### config.mk
export PLATFORM = sky130hd
export DESIGN_NAME = cordic_seq
export DESIGN_NICKNAME = d
export VERILOG_FILES = /design/src/rtl/cordic_pkg.sv /design/src/rtl/cordic_stage.sv /design/src/rtl/cordic_seq.sv
export SDC_FILE = /design/constraint.sdc
export NUM_CORES = 1
export LEC_CHECK = 0
export CORE_MARGIN = 1.5
export CORE_UTILIZATION = 40
export DETAILED_ROUTE_END_ITERATION = 10
export GPL_TIMING_DRIVEN = 0
export PLACE_DENSITY_LB_ADDON = 0.3
export SLEW_MARGIN = 20
export SYNTH_ARGS = -nofsm -noshare
export SYNTH_HDL_FRONTEND = slang
export SYNTH_HIERARCHICAL = 1
export SYNTH_SLANG_ARGS = --single-unit
### constraint.sdc
create_clock -name i_clk -period 8.04 [get_ports i_clk]
set_clock_uncertainty 0.2 [all_clocks]
set_input_delay 0.804 -clock i_clk [delete_from_list [all_inputs] [get_ports i_clk]]
set_output_delay 0.804 -clock i_clk [all_outputs]
set_load 0.005 [all_outputs]
### src/rtl/cordic_pkg.sv
// Shared constants and types for the sequential CORDIC engine.
// Angles are degrees in signed 8.24 fixed point; the datapath carries
// two guard bits above the 32-bit operands.
package cordic_pkg;

  localparam int XW        = 32;  // operand width
  localparam int DW        = 34;  // datapath width (2 guard bits)
  localparam int ZW        = 32;  // angle width
  localparam int FRAC      = 24;  // fractional bits of the angle format
  localparam int AW        = 6;   // arctangent ROM address width
  localparam int NITER_DEF = 24;  // default number of micro-rotations

  // CORDIC gain K ~= 1.64676 in 8.24, for scaling expectations
  localparam logic [31:0] K_GAIN_Q24 = 32'd27628053;

  typedef enum logic {
    IDLE = 1'b0,
    ITER = 1'b1
  } state_t;

  // Sign-extend a 32-bit operand into the 34-bit datapath
  function automatic logic signed [DW-1:0] sext(input logic signed [XW-1:0] v);
    return {{(DW - XW){v[XW-1]}}, v};
  endfunction

endpackage

### src/rtl/cordic_stage.sv
// One combinational CORDIC micro-rotation.
// i_d_pos selects d=+1 (1) or d=-1 (0):
//   x' = x - d*(y>>>i), y' = y + d*(x>>>i), z' = z - d*atan.
// All sums wrap at their width; no saturation.
module cordic_stage
  import cordic_pkg::*;
(
  input  logic signed [DW-1:0] i_x,
  input  logic signed [DW-1:0] i_y,
  input  logic signed [ZW-1:0] i_z,
  input  logic        [AW-1:0] i_shift,
  input  logic signed [ZW-1:0] i_atan,
  input  logic                 i_d_pos,
  output logic signed [DW-1:0] o_x,
  output logic signed [DW-1:0] o_y,
  output logic signed [ZW-1:0] o_z
);

  logic signed [DW-1:0] w_x_sh;
  logic signed [DW-1:0] w_y_sh;

  assign w_x_sh = i_x >>> i_shift;
  assign w_y_sh = i_y >>> i_shift;

  assign o_x = i_d_pos ? (i_x - w_y_sh) : (i_x + w_y_sh);
  assign o_y = i_d_pos ? (i_y + w_x_sh) : (i_y - w_x_sh);
  assign o_z = i_d_pos ? (i_z - i_atan) : (i_z + i_atan);

endmodule

### src/rtl/cordic_seq.sv
// Sequential CORDIC: one micro-rotation per clock, arctangent ROM external
// (o_atan_addr -> i_atan_data, combinational in the same cycle).
// start/busy/done handshake; results hold until the next completion.
// Optional feature: define CORDIC_VECTORING_EN to add i_mode
// (0 = rotation, 1 = vectoring); without it the block rotates only.
module cordic_seq
  import cordic_pkg::*;
#(
  parameter int NITER = NITER_DEF  // legal 8..32
) (
  input  logic                 i_clk,
  input  logic                 i_rst,
  input  logic                 i_start,
`ifdef CORDIC_VECTORING_EN
  input  logic                 i_mode,
`endif
  input  logic signed [XW-1:0] i_xin,
  input  logic signed [XW-1:0] i_yin,
  input  logic signed [ZW-1:0] i_zin,
  output logic        [AW-1:0] o_atan_addr,
  input  logic signed [ZW-1:0] i_atan_data,
  output logic                 o_busy,
  output logic                 o_done,
  output logic signed [DW-1:0] o_xout,
  output logic signed [DW-1:0] o_yout,
  output logic signed [ZW-1:0] o_zout
);

  localparam logic [AW-1:0] LAST_I = AW'(NITER - 1);

  state_t               r_state;
  state_t               w_state_nxt;
  logic                 w_accept;
  logic                 w_last;
  logic        [AW-1:0] r_i;
  logic signed [DW-1:0] r_x;
  logic signed [DW-1:0] r_y;
  logic signed [ZW-1:0] r_z;
  logic                 r_done;
  logic signed [DW-1:0] r_xout;
  logic signed [DW-1:0] r_yout;
  logic signed [ZW-1:0] r_zout;
  logic                 w_d_pos;
  logic signed [DW-1:0] w_x_nxt;
  logic signed [DW-1:0] w_y_nxt;
  logic signed [ZW-1:0] w_z_nxt;

`ifdef CORDIC_VECTORING_EN
  logic r_mode;
  // Vectoring drives y toward zero; rotation drives z toward zero
  assign w_d_pos = r_mode ? r_y[DW-1] : ~r_z[ZW-1];
`else
  assign w_d_pos = ~r_z[ZW-1];
`endif

  cordic_stage u_stage (
    .i_x     (r_x),
    .i_y     (r_y),
    .i_z     (r_z),
    .i_shift (r_i),
    .i_atan  (i_atan_data),
    .i_d_pos (w_d_pos),
    .o_x     (w_x_nxt),
    .o_y     (w_y_nxt),
    .o_z     (w_z_nxt)
  );

  // State register
  always_ff @(posedge i_clk or posedge i_rst) begin
    // NOTE: non-blocking (<=) so every flop samples pre-edge values; blocking here creates order-dependent races.
    if (i_rst) r_state <= IDLE;
    else       r_state <= w_state_nxt;
  end

  // Next-state logic: accept start only in IDLE, leave ITER on the last step
  always_comb begin
    // NOTE: defaults first so every path assigns every output; a missed branch would infer a latch.
    w_state_nxt = r_state;
    w_accept    = 1'b0;
    w_last      = 1'b0;
    case (r_state)
      IDLE: begin
        if (i_start) begin
          w_accept    = 1'b1;
          w_state_nxt = ITER;
        end
      end
      ITER: begin
        if (r_i == LAST_I) begin
          w_last      = 1'b1;
          w_state_nxt = IDLE;
        end
      end
      default: w_state_nxt = IDLE;
    endcase
  end

  // Datapath: load on accept, rotate each ITER cycle, publish on the last step
  always_ff @(posedge i_clk or posedge i_rst) begin
    // NOTE: datapath and result registers are reset too, so an aborted run leaves outputs at 0.
    if (i_rst) begin
      r_i    <= '0;
      r_x    <= '0;
      r_y    <= '0;
      r_z    <= '0;
      r_done <= 1'b0;
      r_xout <= '0;
      r_yout <= '0;
      r_zout <= '0;
`ifdef CORDIC_VECTORING_EN
      r_mode <= 1'b0;
`endif
    end else begin
      r_done <= w_last;
      if (w_accept) begin
        r_x <= sext(i_xin);
        r_y <= sext(i_yin);
        r_z <= i_zin;
        r_i <= '0;
`ifdef CORDIC_VECTORING_EN
        r_mode <= i_mode;
`endif
      end else if (r_state == ITER) begin
        r_x <= w_x_nxt;
        r_y <= w_y_nxt;
        r_z <= w_z_nxt;
        r_i <= w_last ? '0 : r_i + AW'(1);
        if (w_last) begin
          r_xout <= w_x_nxt;
          r_yout <= w_y_nxt;
          r_zout <= w_z_nxt;
        end
      end
    end
  end

  assign o_atan_addr = (r_state == ITER) ? r_i : '0;
  assign o_busy      = (r_state == ITER);
  assign o_done      = r_done;
  assign o_xout      = r_xout;
  assign o_yout      = r_yout;
  assign o_zout      = r_zout;

endmodule
==> out/metrics.json <==
{
  "global_route": {
    "grt.total_usage_pct": 33.7,
    "grt_pass1_wl_mm": 133,
    "grt_remaining_overflow": 0,
    "antenna_violations_before_repair": 3,
    "grt_start_max_net_pins": 80,
    "first_global_vias": 19600
  },
  "place": {
    "dp.final_hpwl_mm": 73.4,
    "io_buffers": 237,
    "gp_congestion": 1.03
  },
  "worst_setup_path": {
    "critical_path.endpoint_type": "flip-flop",
    "critical_path.reg2reg.startpoint": "r_i[0]$_DFFE_PP0P_",
    "reg_to_reg_endpoint": "o_yout[33]$_DFFE_PP0P_",
    "critical_path_peak_fanout": 10,
    "endpoint_required_time_on_the_critical_path_ns": 8.29,
    "setup.reg_to_reg.worst_slack_ns": 0.19,
    "crit_arrival_ns": 8.10,
    "criticalPathCategory": "reg -> reg",
    "setup.worst_path.start_class": "flip-flop",
    "r2r_cells": 27
  },
  "clock_tree": {
    "holdBufCountCts": 0,
    "cts.reportedPaths.clkPinSlew_ns": 0.06,
    "worst_skew_late_latency_ns": 0.56,
    "cts_htree_levels": 1,
    "cts_root_buf": "clkbuf_16",
    "cts_tree": "yes",
    "tritoncts_num_sinks": 208,
    "clock_tree.buffer_depth": 3,
    "numCtsBuffers": 25
  },
  "route": {
    "viasPerCell": 6.21,
    "drt-pass1-iter-count": 6,
    "route.vias.total": 19700,
    "drt-total-wl_mm": 92.0,
    "number_of_nets_with_antenna_violations_after_routing": 0,
    "drt_first_iter_violations": 1665,
    "wl_per_cell_um": 29.0,
    "drcViolationCount": 0
  },
  "sta": {
    "final_min_period_over_clock_period_pct": 97.7,
    "slew_headroom_pct": 16.8,
    "report.final.slew_viol_count": 0,
    "min_period_ns": 7.85,
    "final-hold-violation-count": 0,
    "worstMarginPinSlew_ns": 1.24,
    "fmax_ghz": 0.127,
    "hold_slack_ns": 0.303,
    "final-setup-viol-count": 0
  },
  "cells_and_area": {
    "design.final.nets": 2713,
    "syn_to_final_growth_pct": 20.5,
    "antennaDiodeCount": 0,
    "layout-drive-gt1-share_pct": 13.8
  },
  "floorplanning": {
    "area_inside_the_core_boundary_sq_um": 51400,
    "design.die.area_sq_um": 53500,
    "rows": 83,
    "io_pins": 239,
    "fp.dieH_um": 231,
    "dieWidth_um": 231,
    "effective_utilization_at_floorplan_pct": 40.5
  },
  "synth": {
    "syn_area_sq_um": 20800,
    "post_synth_mux_area_share_pct": 25.0,
    "post_synth_fa_ha_maj_area_fraction_pct": 6.35,
    "synth_compound_area_share_pct": 17.2,
    "synth_async_sr_flop_share_pct": 100,
    "netlist-cell-type-count": 97,
    "synth-xor-area-share_pct": 7.52,
    "synth_net_count": 2444,
    "synthesis.yosys.warnings": 6,
    "synth-seq-cells": 208,
    "synth_simple_gate_area_share_pct": 13.6,
    "netlist_instances": 2209,
    "syn-mean-instance-area_sq_um": 9.43,
    "synth_top_family_by_area": "multiplexers",
    "synth-edff-count": 0,
    "most_used_flip_flop_cell_after_synthesis": "dfrtp_1",
    "yosysSeqAreaShare_pct": 25.0
  },
  "worst_hold_path": {
    "whs_path_depth": 1,
    "hold_class": "reg -> reg",
    "whs_endpoint": "o_xout[14]$_DFFE_PP0P_",
    "min_from": "o_xout[14]$_DFFE_PP0P_"
  },
  "job": {
    "max_cap_violations": 0
  },
  "status": {
    "status": "complete, no violations"
  }
}
[area by class of cell]
cell class	instances	area (sq um)
buffer	132	915
clock inverter	6	83.8
clock buffer	37	741
tap	680	851
inverter	51	199
multi-input combinational	1818	14700
fill	4826	26300
timing repair buffer	242	2460
sequential	208	5210
[worst max-delay path: stages, from the launching register on]
cell and delay, ns:
dfrtp_1 0.61, buf_6 0.27, buf_8 0.18, buf_8 0.18, buf_12 0.18, buf_4 0.28
buf_6 0.23, buf_4 0.29, mux4_2 0.58, mux2i_1 0.18, o21ai_0 0.17, nor2_1 0.53
nand2_1 0.13, nor2_2 0.21, and2_1 0.25, a21oi_1 0.10, xnor2_1 0.34, ha_1 0.35
o21ai_0 0.19, o21bai_1 0.08, a211oi_1 0.25, o21bai_1 0.10, a221oi_2 0.40, o211a_1 0.21
o21ai_0 0.18, a211oi_2 0.42, xnor2_1 0.26, mux2_4 0.31
[per-layer routing]
metal / global-route usage, % / wire length [um] / vias to the layer above
met5: 0 / 17 / -
met4: 13.5 / 4450 / 2
met3: 7.16 / 7100 / 187
met2: 53.8 / 41200 / 920
met1: 44.4 / 39200 / 9868
li1: - / - / 8732
[Yosys cell counts (15+ instances only)]
cell type | count | share of area [%]
nand3_1 | 26 | 0.62
o22ai_1 | 15 | 0.45
nand2_1 | 201 | 3.6
and3_1 | 18 | 0.54
buf_2 | 26 | 0.62
xnor2_1 | 116 | 4.9
clkbuf_1 | 60 | 1.1
a211oi_1 | 18 | 0.65
ha_1 | 101 | 6.1
a31oi_1 | 33 | 0.99
nor2b_1 | 25 | 0.75
and2_1 | 21 | 0.63
or3_1 | 17 | 0.51
nor3_1 | 34 | 0.82
mux2_2 | 28 | 1.5
mux4_2 | 67 | 7.2
nand2b_1 | 29 | 0.87
xor2_1 | 63 | 2.6
nor2_1 | 137 | 2.5
mux2_4 | 82 | 5.9
o21ai_0 | 173 | 4.2
a21o_1 | 40 | 1.4
inv_1 | 49 | 0.88
a22oi_1 | 15 | 0.54
a21oi_1 | 152 | 3.7
dfrtp_1 | 208 | 25
mux2i_1 | 205 | 9.8
[layout by cell type, fill, tap and decap left out, types with 23 or more instances in the layout]
| cell type | n |
|---|---|
| mux2_2 | 28 |
| buf_2 | 23 |
| mux2_4 | 82 |
| nand2_1 | 201 |
| xnor2_1 | 115 |
| nor2b_1 | 25 |
| mux4_2 | 67 |
| a21o_1 | 40 |
| clkbuf_16 | 25 |
| nor2_1 | 136 |
| a21oi_1 | 152 |
| xor2_1 | 63 |
| dfrtp_1 | 206 |
| inv_1 | 48 |
| ha_1 | 101 |
| nand2b_1 | 29 |
| o21ai_0 | 173 |
| clkbuf_1 | 60 |
| nor3_1 | 33 |
| mux2i_1 | 205 |
| nand3_1 | 26 |
| clkdlybuf4s50_1 | 237 |
| a31oi_1 | 31 |
[how the worst max path moves through the flow]
stage	to	slack, ns	cells past startpoint	start
after global placement	o_yout[17]$_DFFE_PP0P_	-1.53	2	i_rst
after global routing	o_xout[33]$_DFFE_PP0P_	-0.006	26	r_i[2]$_DFFE_PP0P_
after floorplan	o_busy$_DFF_PP0_	1.36	1	i_rst
after detailed placement	o_yout[33]$_DFFE_PP0P_	-0.85	24	r_i[2]$_DFFE_PP0P_
after CTS	o_yout[33]$_DFFE_PP0P_	0.05	24	r_i[2]$_DFFE_PP0P_
final	o_yout[33]$_DFFE_PP0P_	0.19	27	r_i[0]$_DFFE_PP0P_
[stage by stage]
stage	util (%)	setup TNS [ns]	std cells	worst slack [ns]	cell area (sq um)
after global placement	46.8	-325.75	3126	-1.53	24100
after detailed placement	47.0	-4.71	3130	-0.854	24200
after global routing	48.8	-0.00649	3174	-0.00649	25100
after CTS	48.6	0	3173	0.0525	25000
final	48.8	0	3174	0.186	25100
after floorplan	-	0	2209	1.36	20800
[what timing repair did]
item	4_1_cts	5_1_grt
buffers inserted	0	0
resized for setup	6	19
endpoints found under the setup margin	18	21
[cells by family after synthesis]
logic type                 Yosys count
AOI/OAI and AO/OA                  573
xor gates and xnor gates           179
adders and majority gates          104
buffers and inverters              183
DFF                                208
muxes                              386
and+or+nand+nor                    576
[state kept, by name, summed over array words and instances (netlist names)]
register  cells
r_z          32
o_zout       32
r_i           6
r_y          34
o_yout       34
r_x          34
o_xout       34
o_busy        1
o_done        1
Power is not shown: default switching activity piles up to over one toggle a cycle in this logic, so the estimate is an artifact.
